===== src/rtl/one_digit_counter_if.sv =====
// Digit-side bus of a one_digit_counter: increment/clear requests in,
// registered digit value and wrap pulse out.
interface one_digit_counter_if #(
    parameter int W = 4
);
    logic         inc;
    logic         clr;
    logic [W-1:0] d;
    logic         carry;

    modport master (output inc, output clr, input d, input carry);
    modport slave  (input inc, input clr, output d, output carry);
endinterface


===== src/rtl/one_digit_counter.sv =====
// Single modulo-(MAX+1) digit with a one-cycle carry pulse on wrap; chains
// into multi-digit counters by feeding carry into the next digit's inc.
module one_digit_counter #(
    parameter int MAX       = 9,
    parameter int W         = 4,
    parameter bit EDGE_MODE = 1'b0
) (
    input  logic                  clk,
    input  logic                  rstn,
    one_digit_counter_if.slave    bus
);

    if (MAX < 0 || MAX > (2 ** W) - 1) begin : g_max_check
        $error("one_digit_counter: MAX does not fit in W bits");
    end

    localparam logic [W-1:0] MAX_V = W'(MAX);

    logic [W-1:0] d_q;
    logic [W-1:0] d_nxt;
    logic         carry_q;
    logic         carry_nxt;
    logic         inc_q;
    logic         ev;

    always_comb begin
        // NOTE: every output of this block gets a default first, so no path leaves it unassigned and no latch is inferred.
        d_nxt     = d_q;
        carry_nxt = 1'b0;
        ev        = EDGE_MODE ? (bus.inc & ~inc_q) : bus.inc;

        if (bus.clr) begin
            d_nxt = '0;
        end else if (ev) begin
            if (d_q == MAX_V) begin
                d_nxt     = '0;
                carry_nxt = 1'b1;
            end else if (d_q > MAX_V) begin
                // Out-of-range value (upset): recover to 0 without a carry.
                d_nxt = '0;
            end else begin
                d_nxt = d_q + 1'b1;
            end
        end
    end

    always_ff @(posedge clk) begin
        // NOTE: non-blocking assignments so every register samples pre-edge values regardless of statement order.
        if (!rstn) begin
            d_q     <= '0;
            carry_q <= 1'b0;
            inc_q   <= 1'b0;
        end else begin
            d_q     <= d_nxt;
            carry_q <= carry_nxt;
            inc_q   <= bus.inc;
        end
    end

    assign bus.d     = d_q;
    assign bus.carry = carry_q;

endmodule


===== src/flat_wrapper.sv =====
// flat-port wrapper written by rule: the top's interface ports become plain ports
module one_digit_counter_flat 
#(
    parameter int MAX       = 9,
    parameter int W         = 4,
    parameter bit EDGE_MODE = 1'b0
)
  (clk, rstn, bus_inc, bus_clr, bus_d, bus_carry);
  one_digit_counter_if #(.W(W)) bus_i ();
  input  logic clk;
  input  logic rstn;
  input wire logic [$bits(bus_i.inc)-1:0] bus_inc;
  input wire logic [$bits(bus_i.clr)-1:0] bus_clr;
  output wire logic [$bits(bus_i.d)-1:0] bus_d;
  output wire logic [$bits(bus_i.carry)-1:0] bus_carry;
  assign bus_i.inc = bus_inc;
  assign bus_i.clr = bus_clr;
  assign bus_d = bus_i.d;
  assign bus_carry = bus_i.carry;
  one_digit_counter #(.MAX(MAX), .W(W), .EDGE_MODE(EDGE_MODE)) u_core (.clk(clk), .rstn(rstn), .bus(bus_i));
endmodule

===== config.mk =====
export PLATFORM = sky130hd
export DESIGN_NAME = one_digit_counter_flat
export DESIGN_NICKNAME = d
export VERILOG_FILES = /design/src/rtl/one_digit_counter_if.sv /design/src/rtl/one_digit_counter.sv /design/src/flat_wrapper.sv
export SDC_FILE = /design/constraint.sdc
export NUM_CORES = 1
export LEC_CHECK = 0
export BUFFER_PORTS_ARGS = -buffer_cell sky130_fd_sc_hd__buf_2
export CAP_MARGIN = 10
export CELL_PAD_IN_SITES_DETAIL_PLACEMENT = 2
export CELL_PAD_IN_SITES_GLOBAL_PLACEMENT = 2
export CORE_AREA = 5 5 42 44
export CTS_BUF_LIST = sky130_fd_sc_hd__clkbuf_8
export CTS_CLUSTER_DIAMETER = 30
export DETAILED_ROUTE_END_ITERATION = 10
export DIE_AREA = 0 0 47 49
export HOLD_SLACK_MARGIN = 0.1
export PLACE_DENSITY_LB_ADDON = 0.2
export RECOVER_POWER = 25
export SYNTH_ARGS = -nofsm -noshare
export SYNTH_HDL_FRONTEND = slang
export SYNTH_SLANG_ARGS = --single-unit

===== constraint.sdc =====
create_clock -name clk -period 1.38 [get_ports clk]
set_input_delay 0 -clock clk [delete_from_list [all_inputs] [get_ports clk]]
set_output_delay 0 -clock clk [all_outputs]
set_load 0.05 [all_outputs]

==> reports/results.ini <==
[setup_path]
setup.worst_path.end_class=register
worstSetupStartpointType=register
cp_max_fo=6
arrival_ps=1400
worstSetupPathType=register to register
required_ps=1470

[clock_network]
clkTransAtPathRegs_ps=40
cts_tree=done
cts_root_buf=clkbuf_8
h-tree-depth=1
clk_path_buf_depth=2
cts_num_sinks=5
clock_latency_ps=220
cts-buffers-inserted=3
post_cts_buffers=0

[grt]
grt_pass1_wl_um=1345
grt_max_degree=9
grt_use_total=0.08879
grt_overflow=0
antenna_found_initial=0
grt_pass1_vias=307

[sta]
period_minus_slack_ps=1310
max_freq_ghz=0.7631
fin_skew_ps=0.8175
fin_ws_ps=69.54
hold_viol_final=0
worst_slew_pin_slew_ps=601.3
slew_headroom=0.6008
setup_tns_ps=0
maxSlewViolCount=0
rsz0062_at_grt=false
setup_viol_count_final=0
period_share=0.9496

[die]
initial_core_util=0.1991
dieHeight_um=49
num_rows=14
ios=9
core_sq_mm=0.001401
fp.dieW_um=47
die_area_sq_mm=0.002303

[finish]
antenna_cells=0
final_area_sq_um=404.1
drive_above_1_share=0.3409
synthToLayoutAreaGrowth_pct=44.84
final_net_count=52

[routing]
vias=274
finalWirelength_um=785
via_per_inst=4.567
wl_per_cell_um=13.08
antenna_left=0
drt_iter0_drc=6
drt_pass1_iterations=2
drc=0

[placed_design]
place_area_sq_um=341.6
place_hpwl_um=641.2
place_ws_ps=49.31
globalplace.congestion=0.7491
io_buffers=8

[yosys]
yosysSeqAreaShare=0.3587
syn_area_per_cell_sq_um=9.301
synth_cell_types=20
yosys_register_bits=5
yosysWarnings=0
syn-num-nets=37
syn_inst=30
synth_area_sq_um=279.0

[run]
maxCapViolCount=0

[worst_hold_path]
hold_path_class=input pin to register

[power]
p_leak_nw=0.1612
powerDensity_mw_per_mm2=1134
vdd.ir_drop.worst_uv=399.5

[status]
status=completed

==> cell usage after synthesis, drive strengths merged <==
cell type  n  area [sq um]
dfxtp      5         100.1
inv        4         15.01
ha         3         37.54
nand2      2         7.510
nor2       2         7.510
o21ai      2         10.00
a21oi      1         5.000
a41oi      1         8.760
nand2b     1         13.76
nand3b     1         7.510
nand4      1         6.260
nor2b      1         6.260
nor3       1         5.000
nor3b      1         12.51
o2111ai    1         8.760
o31ai      1         12.51
o32ai      1         8.760
or3        1         6.260
==> final timing paths <==
check                  startpoint         endpoint  slack [ps]  cells past startpoint
setup / recovery  u_core.bus.d[0]  u_core.bus.d[1]          70                      5
hold reg to reg   u_core.bus.d[0]  u_core.bus.d[0]         520                      1
hold / removal               rstn  u_core.bus.d[2]         100                      3
setup reg to reg  u_core.bus.d[0]  u_core.bus.d[1]          70                      5
==> metrics by stage <==
| step | hold WS [ps] | util | std cells | total power [mW] |
|---|---|---|---|---|
| final | 97.66 | 0.2884 | 60 | 0.4582 |
| after global routing | 119.9 | 0.2884 | 60 | 0.4872 |
| after CTS | 101.4 | 0.2902 | 60 | 0.4690 |
| after detailed placement | 313.7 | 0.2438 | 54 | 0.1939 |
| after global placement | 288.4 | 0.2438 | 54 | 0.1918 |
| after floorplan | 107.2 | - | 30 | 0.1779 |
==> per-layer routing <==
metal,routed length [um],share of wire,track usage
met2,411,0.52,0.1290
met5,0,0,0
met4,23,0.029,0.06912
met1,281,0.36,0.08150
met3,68,0.087,0.06273
==> critical path, cell delays in order, from the launching register on <==
cell and delay (ps):
dfxtp_2 380, inv_2 50, ha_1 200, nor3b_2 160
o21ai_1 240, o32ai_1 140
==> cells by family after synthesis <==
family                     count (synthesis)  synth area share
and+or+nand+nor                           11            0.2601
AOI/OAI and AO/OA                          7            0.1928
DFF                                        5            0.3588
buffers and inverters                      4           0.05380
adders and majority gates                  3            0.1345
==> repair_timing <==
item / CTS / global route
resized for setup: 0 / 0
endpoints found under the hold margin: 2 / 0
hold buffers: 2 / 0
==> power breakdown <==
group | switching [mW] | internal, mW
Combinational | 0.0247 | 0.0187
Sequential | 0.00335 | 0.148
Clock | 0.0729 | 0.191
Total | 0.101 | 0.357
==> layout make-up <==
class / count / area [sq um]
fill: 167 / 997.2
multi-input combinational: 21 / 163.9
sequential: 5 / 102.6
timing repair buffer: 10 / 57.56
clock buffer: 3 / 41.29
tap: 16 / 20.02
inverter: 4 / 15.01
clock inverter: 1 / 3.754
==> sequential cells by signal, indices dropped and copies added, names as in the netlist <==
name and flops:
u_core.bus.carry 1, u_core.bus.d 4
==> placed cells by master (no fill, tap or decap), types with 2 or more instances in the layout <==
master / count
dfxtp_1: 3
inv_1: 4
clkbuf_1: 2
nand2_1: 2
nor2_1: 2
dfxtp_2: 2
dlygate4sd3_1: 2
clkbuf_8: 3
buf_2: 6
ha_1: 3
(Power assumes the default switching activity.)
